<file path="config.mk">
export PLATFORM = sky130hd
export DESIGN_NAME = config_loader
export DESIGN_NICKNAME = d
export VERILOG_FILES = /design/src/rtl/config_loader_pkg.sv /design/src/rtl/config_word_assembler.sv /design/src/rtl/config_loader.sv
export SDC_FILE = /design/constraint.sdc
export NUM_CORES = 1
export LEC_CHECK = 0
export BUFFER_PORTS_ARGS = -buffer_cell sky130_fd_sc_hd__buf_2
export CAP_MARGIN = 25
export CORE_AREA = 2 2 128 130
export CTS_BUF_LIST = sky130_fd_sc_hd__clkbuf_16
export CTS_CLUSTER_DIAMETER = 80
export DETAILED_ROUTE_END_ITERATION = 12
export DIE_AREA = 0 0 130 132
export GPL_ROUTABILITY_DRIVEN = 1
export PLACE_DENSITY = 0.72
export RECOVER_POWER = 50
export SLEW_MARGIN = 25
export SYNTH_ARGS = -nofsm -noshare
export SYNTH_HDL_FRONTEND = slang
export SYNTH_SLANG_ARGS = --single-unit
</file>
<file path="constraint.sdc">
create_clock -name clk -period 3.4 [get_ports clk]
set_input_delay 0 -clock clk [delete_from_list [all_inputs] [get_ports clk]]
set_output_delay 0 -clock clk [all_outputs]
set_load 0.05 [all_outputs]
</file>
<file path="src/rtl/config_loader_pkg.sv">
// Shared definitions for the configuration loader.
//   state_t   : loader FSM states
//   calc_wpb  : bitstream words needed to cover one block image
//   idx_width : width of a block index for a given block count
package config_loader_pkg;

  typedef enum logic [2:0] {
    IDLE,
    LOAD,
    CHECK,
    COMMIT,
    DONE
  } state_t;

  function automatic int unsigned calc_wpb(input int unsigned cw, input int unsigned iw);
    return (cw + iw - 1) / iw;
  endfunction

  function automatic int unsigned idx_width(input int unsigned n);
    return (n > 1) ? $clog2(n) : 1;
  endfunction

endpackage

</file>
<file path="src/rtl/config_word_assembler.sv">
// Assembles WPB bitstream words (LSB-first) into one block image.
//   clk, rst : clock, synchronous active-high reset
//   i_clr    : clear image, word counter (and running XOR)
//   i_wr     : write i_data at the current word index, then advance
//   i_data   : bitstream word
//   o_last   : current index is the final word of the image
//   o_img    : image including the word being written this cycle,
//              truncated to CONF_WIDTH (padding bits dropped)
//   o_xor    : running XOR of written words (CONFIG_LOADER_CHECKSUM_EN only)
module config_word_assembler #(
  parameter int unsigned CONF_WIDTH = 88,
  parameter int unsigned IW         = 16,
  parameter int unsigned WPB        = 6
) (
  input  logic                  clk,
  input  logic                  rst,
  input  logic                  i_clr,
  input  logic                  i_wr,
  input  logic [IW-1:0]         i_data,
  output logic                  o_last,
`ifdef CONFIG_LOADER_CHECKSUM_EN
  output logic [IW-1:0]         o_xor,
`endif
  output logic [CONF_WIDTH-1:0] o_img
);

  localparam int unsigned CNW = $clog2(WPB + 1);

  logic [WPB*IW-1:0] r_img;
  logic [CNW-1:0]    r_cnt;
  logic [WPB*IW-1:0] w_img;

  // Merged view lets the owner register the full image on the same edge
  // that the final word arrives.
  always_comb begin
    w_img = r_img;
    if (i_wr) w_img[int'(r_cnt)*IW +: IW] = i_data;
  end

  always_ff @(posedge clk) begin
    if (rst || i_clr) begin
      r_img <= '0;
      r_cnt <= '0;
    end else if (i_wr) begin
      r_img <= w_img;
      r_cnt <= r_cnt + CNW'(1);
    end
  end

`ifdef CONFIG_LOADER_CHECKSUM_EN
  logic [IW-1:0] r_xor;
  always_ff @(posedge clk) begin
    if (rst || i_clr)  r_xor <= '0;
    else if (i_wr)     r_xor <= r_xor ^ i_data;
  end
  assign o_xor = r_xor;
`endif

  assign o_last = (r_cnt == CNW'(WPB - 1));
  assign o_img  = w_img[CONF_WIDTH-1:0];

endmodule

</file>
<file path="src/rtl/config_loader.sv">
// Loads NBLK connection-block configuration images from a word-serial
// bitstream (valid/ready) and strobes each image into its block.
//   clk, rst  : clock, synchronous active-high reset
//   start     : begin a full load (sampled only when idle)
//   in_valid, in_data, in_ready : bitstream handshake
//   c         : registered config image shared by all blocks
//   cset      : one-hot capture strobe, high for one cycle per block
//   busy      : high from start acceptance until the done cycle ends
//   done      : one-cycle pulse at end of load
//   err       : sticky checksum error
// Optional feature macro CONFIG_LOADER_CHECKSUM_EN: each image is followed
// by an XOR checksum word; a mismatch aborts the load and sets err.
module config_loader
  import config_loader_pkg::*;
#(
  parameter int unsigned CONF_WIDTH = 88,
  parameter int unsigned IW         = 16,
  parameter int unsigned NBLK       = 4
) (
  input  logic                  clk,
  input  logic                  rst,
  input  logic                  start,
  input  logic                  in_valid,
  input  logic [IW-1:0]         in_data,
  output logic                  in_ready,
  output logic [CONF_WIDTH-1:0] c,
  output logic [NBLK-1:0]       cset,
  output logic                  busy,
  output logic                  done,
  output logic                  err
);

  localparam int unsigned WPB = calc_wpb(CONF_WIDTH, IW);
  localparam int unsigned BW  = idx_width(NBLK);

  state_t                r_state;
  logic [BW-1:0]         r_blk;
  logic [CONF_WIDTH-1:0] r_c;
  logic [NBLK-1:0]       r_cset;
  logic                  r_in_ready;
  logic                  r_busy;
  logic                  r_done;

  logic                  w_xfer;
  logic                  w_wr;
  logic                  w_clr;
  logic                  w_last;
  logic                  w_blk_last;
  logic [NBLK-1:0]       w_onehot;
  logic [CONF_WIDTH-1:0] w_img;

  assign w_xfer     = in_valid & r_in_ready;
  assign w_wr       = w_xfer & (r_state == LOAD);
  assign w_clr      = (r_state == IDLE) | (r_state == COMMIT);
  assign w_blk_last = (r_blk == BW'(NBLK - 1));
  assign w_onehot   = NBLK'(1) << r_blk;

`ifdef CONFIG_LOADER_CHECKSUM_EN
  logic [IW-1:0] w_xor;
  logic          r_err;
`endif

  config_word_assembler #(
    .CONF_WIDTH (CONF_WIDTH),
    .IW         (IW),
    .WPB        (WPB)
  ) u_asm (
    .clk    (clk),
    .rst    (rst),
    .i_clr  (w_clr),
    .i_wr   (w_wr),
    .i_data (in_data),
    .o_last (w_last),
`ifdef CONFIG_LOADER_CHECKSUM_EN
    .o_xor  (w_xor),
`endif
    .o_img  (w_img)
  );

  always_ff @(posedge clk) begin
    if (rst) begin
      r_state    <= IDLE;
      r_blk      <= '0;
      r_c        <= '0;
      r_cset     <= '0;
      r_in_ready <= 1'b0;
      r_busy     <= 1'b0;
      r_done     <= 1'b0;
`ifdef CONFIG_LOADER_CHECKSUM_EN
      r_err      <= 1'b0;
`endif
    end else begin
      case (r_state)
        IDLE: begin
          if (start) begin
            r_state    <= LOAD;
            r_blk      <= '0;
            r_busy     <= 1'b1;
            r_in_ready <= 1'b1;
`ifdef CONFIG_LOADER_CHECKSUM_EN
            r_err      <= 1'b0;
`endif
          end
        end
        LOAD: begin
          if (w_wr && w_last) begin
`ifdef CONFIG_LOADER_CHECKSUM_EN
            r_state    <= CHECK;
`else
            // c and cset register together so c is stable while cset is high.
            r_state    <= COMMIT;
            r_in_ready <= 1'b0;
            r_c        <= w_img;
            r_cset     <= w_onehot;
`endif
          end
        end
        CHECK: begin
`ifdef CONFIG_LOADER_CHECKSUM_EN
          if (w_xfer) begin
            r_in_ready <= 1'b0;
            if (in_data == w_xor) begin
              r_state <= COMMIT;
              r_c     <= w_img;
              r_cset  <= w_onehot;
            end else begin
              r_err   <= 1'b1;
              r_done  <= 1'b1;
              r_state <= DONE;
            end
          end
`else
          r_state <= IDLE;
`endif
        end
        COMMIT: begin
          r_cset <= '0;
          if (w_blk_last) begin
            r_state <= DONE;
            r_done  <= 1'b1;
          end else begin
            r_blk      <= r_blk + BW'(1);
            r_state    <= LOAD;
            r_in_ready <= 1'b1;
          end
        end
        DONE: begin
          r_done  <= 1'b0;
          r_busy  <= 1'b0;
          r_state <= IDLE;
        end
        default: r_state <= IDLE;
      endcase
    end
  end

  assign in_ready = r_in_ready;
  assign c        = r_c;
  assign cset     = r_cset;
  assign busy     = r_busy;
  assign done     = r_done;
`ifdef CONFIG_LOADER_CHECKSUM_EN
  assign err      = r_err;
`else
  assign err      = 1'b0;
`endif

endmodule

</file>
==> metrics.md <==
| Metric | Value |
|---|---|
| Status | finished, final reports clean |
| Post-synth top flop | dfxtp_1 |
| Synth unique cells | 48 |
| Top-area cell type share of the netlist area | between 50 and 60% |
| Peak supply drop | 0.000341 V |
| Max-slew violations | 0 |
| Routed WL per cell | about 17 um |
| Clock sinks | ~190 |
| Post-Synth Simple-Gate Area | between 10% and 20% |
| Overflow after GRT | 0 |
| Routability-driven placement congestion ratio | 0.844 |
| Inserted Diodes | 0 |
| Final WS setup | between 0.5 and 0.6 ns |
| Vias in the first global route | about 5.4k |
| Top cells by area, synth | dfxtp_1 (50%), mux2i_1 (9.5%), nor2_1 (8.4%), a211oi_2 (6.6%), and2_1 (3.5%) |
| Post-synth EDFFs | 0 |
| Largest net degree at the start of global routing | 83 |
| Initial drt markers | a little over 400 |
| Buffers on Ports | approximately 110 |
| Drt total wl | ~18 mm |
| Ys async rst share | 0% |
| Unrepaired setup endpoints after global routing | no |
| Avg Inst Size Synth | 9.90 um2 |
| # resized after CTS | 0 |
| Via count | 5776 |
| Vias per cell | 5.26 |
| Seq/Total Area, Yosys | 50.4% |
| Worst EP required | 3.68 ns |
| Design Area, Final | just under 0.009 mm2 |
| Max Cap Viol | 0 |
| Vert. Die Dim | approximately 130 um |
| DRT Pass-1 Iters | 5 |
| Layout cell share with drive strength beyond 1 | 12.6% |
| Crit Reg-Reg Startpoint | u_asm.r_cnt[1]$_SDFFE_PP0N_ |
| Synth Area in Compound Gates | 15.3% |
| Antenna violations before repair | 0 |
| WL met3 | 1.00 mm |
| Synth Instances | 766 |
| Worst Setup SP | u_asm.r_cnt[1]$_SDFFE_PP0N_ |
| Critical path arrival | 3.10 ns |
| Largest family of logic cells by synthesized area | simple AND/OR/NAND/NOR gates |
| Flop-to-flop setup slack | 0.58 ns |
| Post-synthesis mux area share | 9.50% |
| Die area | 0.0172 mm2 |
| Placed instance area | a little over 0.008 mm2 |
| Total CTS buffers | 17 |
| Crit path capture | c[15]$_SDFFE_PP0P_ |
| Rel. slew slack | 9.14% |
| Hold Path Depth | 3 |
| Core Area | between 0.015 and 0.02 mm2 |
| Num rows | 46 |
| Clock slew at reported path FFs | 0.07 ns |
| Post-synth top area cell | dfxtp_1 |
| CTS max path bufs | 2 |
| Starting Density | about 48% |
| Clock Latency Late Sink | 0.43 ns |
| Final Util | between 50% and 60% |
| First-pass GRT wire length | between 20 and 30 mm |
| Synth Warn # | 0 |
| Max Clk Rate | 355 MHz |
| Root buffer cell | clkbuf_16 |
| Final Hold Vio Count | 0 |
| Remaining antenna violation count after routing | 0 |
| Worst Reg2Reg Path Length in Cells | 8 |
| Pwr/cell area | 486 mW/mm2 |
| Detailed-routed wire length on met2 | 8.36 mm |
| M1 WL | 8.78 mm |
| Top sig layer | met4 |
| Crit Path Category | reg -> reg |
| XOR/XNOR Fraction of Synth Area | less than 1% |
| CP endpoint kind | register |
| Most frequent cells in the layout | dfxtp_1 (191), nor2_1 (171), clkbuf_1 (96) |
| Die Width | approximately 130 um |
| Post-layout min period | 2.82 ns |
| Post-synthesis net count | 797 |
| Fin Setup TNS | 0 ns |
| Residual DRC | 0 |
| Final Skew | around 0.013 ns |
| Crit-path max FO | 16 |
| FF-to-FF End | c[15]$_SDFFE_PP0P_ |
| All-Layer GR Usage | about 22% |
| Crit share post-route | 82.9% |
| CTS H-Tree Depth | 4 |
| Mapped Area | 0.00759 mm2 |
| Hold Crit Class | in -> reg |
| Top Ports | roughly 120 |
| Leakage | 0.00282 uW |
| Worst-margin pin slew | between 1 and 1.5 ns |
| Final-stage net count | about 900 |
| DP HPWL | 11.9 mm |
| Adder-Cell Fraction of Synth Area | 1.81% |
| Dpl ws | ~0.6 ns |
| Most common cell after layout, fill and taps aside | dfxtp_1 |
| Seq cells post-synth | 191 |
| CTS tree | built |
| Final Setup Violations | 0 |
| Worst setup SP type | register |
| Area Overhead vs Synth | 17.3% |
==> critical path, stage by stage (launching register included) <==
cell and delay (ns):
dfxtp_1 0.45, inv_1 0.12, ha_1 0.23, ha_1 0.40
or4b_1 0.56, nor4_4 0.14, buf_4 0.33, mux2i_1 0.32
a211oi_2 0.11
==> metal layers <==
| layer | vias to the layer above | GRT usage [%] |
|---|---|---|
| li1 | 2895 | - |
| met1 | 2716 | 30.7 |
| met2 | 145 | 33.4 |
| met3 | 20 | 6.09 |
| met4 | 0 | 6.45 |
| met5 | - | 0 |
==> registers in the layout (all words and copies together), names as in the netlist <==
name,count
busy,1
c,88
cset,4
done,1
in_ready,1
r_blk,2
r_state,3
u_asm.r_cnt,3
u_asm.r_img,88
==> synthesized netlist by cell type, types with 2 or more instances <==
cell,n
a311oi_1,13
buf_2,5
clkbuf_1,48
nor3b_1,5
dfxtp_1,191
nand3_1,4
inv_1,8
nand2_1,11
a31oi_1,5
nand2b_1,2
buf_6,6
ha_1,11
or2_1,2
xnor2_1,2
nand4_1,17
nor3_1,5
and2_1,43
nand3b_1,3
o21ai_0,17
nor4_4,5
a21oi_1,22
mux2i_1,72
nor2_1,170
a211oi_1,32
a211oi_2,40
o21bai_1,5
==> cell type report <==
cell class	instances	area (um2)
clock buffers	17	425
fillers	1417	6820
inverters	8	30.0
multi-input cells	507	3450
flip-flops and latches	191	3820
clock inverters	14	144
repair buffers	146	753
well taps	216	270
==> power by group <==
group	leakage [uW]	internal, uW	switching (uW)
clock	0.000278	1080	854
combinational	0.00100	39.0	109
sequential	0.00154	2240	4.19
==> cells by family (layout without fill, tap and decap cells) <==
logic type	Yosys count	count (layout)
xor+xnor	3	3
buf+inv	68	185
simple gates	280	280
mux	72	72
compound gates	140	140
other cells	1	1
fa+ha+maj	11	11
flops	191	191
==> per-stage QoR <==
stage	std cells	total power, uW	hold slack, ns
6_report	1099	4330	0.00816
4_1_cts	1099	4360	0.0303
2_1_floorplan	766	2370	0.178
3_3_place_gp	1051	2430	0.378
5_1_grt	1099	4450	0.0477
3_5_place_dp	1051	2430	0.381
==> worst min-delay path by stage <==
stage / endpoint / slack, ns / startpoint
floorplan: u_asm.r_img[65]$_SDFFE_PP0N_ / 0.18 / in_data[1]
global placement: u_asm.r_img[67]$_SDFFE_PP0N_ / 0.38 / in_data[3]
detailed placement: u_asm.r_img[67]$_SDFFE_PP0N_ / 0.38 / in_data[3]
CTS: r_state[1]$_SDFFE_PP0P_ / 0.03 / in_valid
global route: r_state[1]$_SDFFE_PP0P_ / 0.05 / in_valid
finish: r_state[1]$_SDFFE_PP0P_ / 0.008 / in_valid
==> repair_timing <==
action / 4_1_cts / 5_1_grt
buffers inserted: 0 / 0
hold endpoints to repair: 33 / 0
hold buffers: 17 / 0
Power figures use the tool's default switching activity.
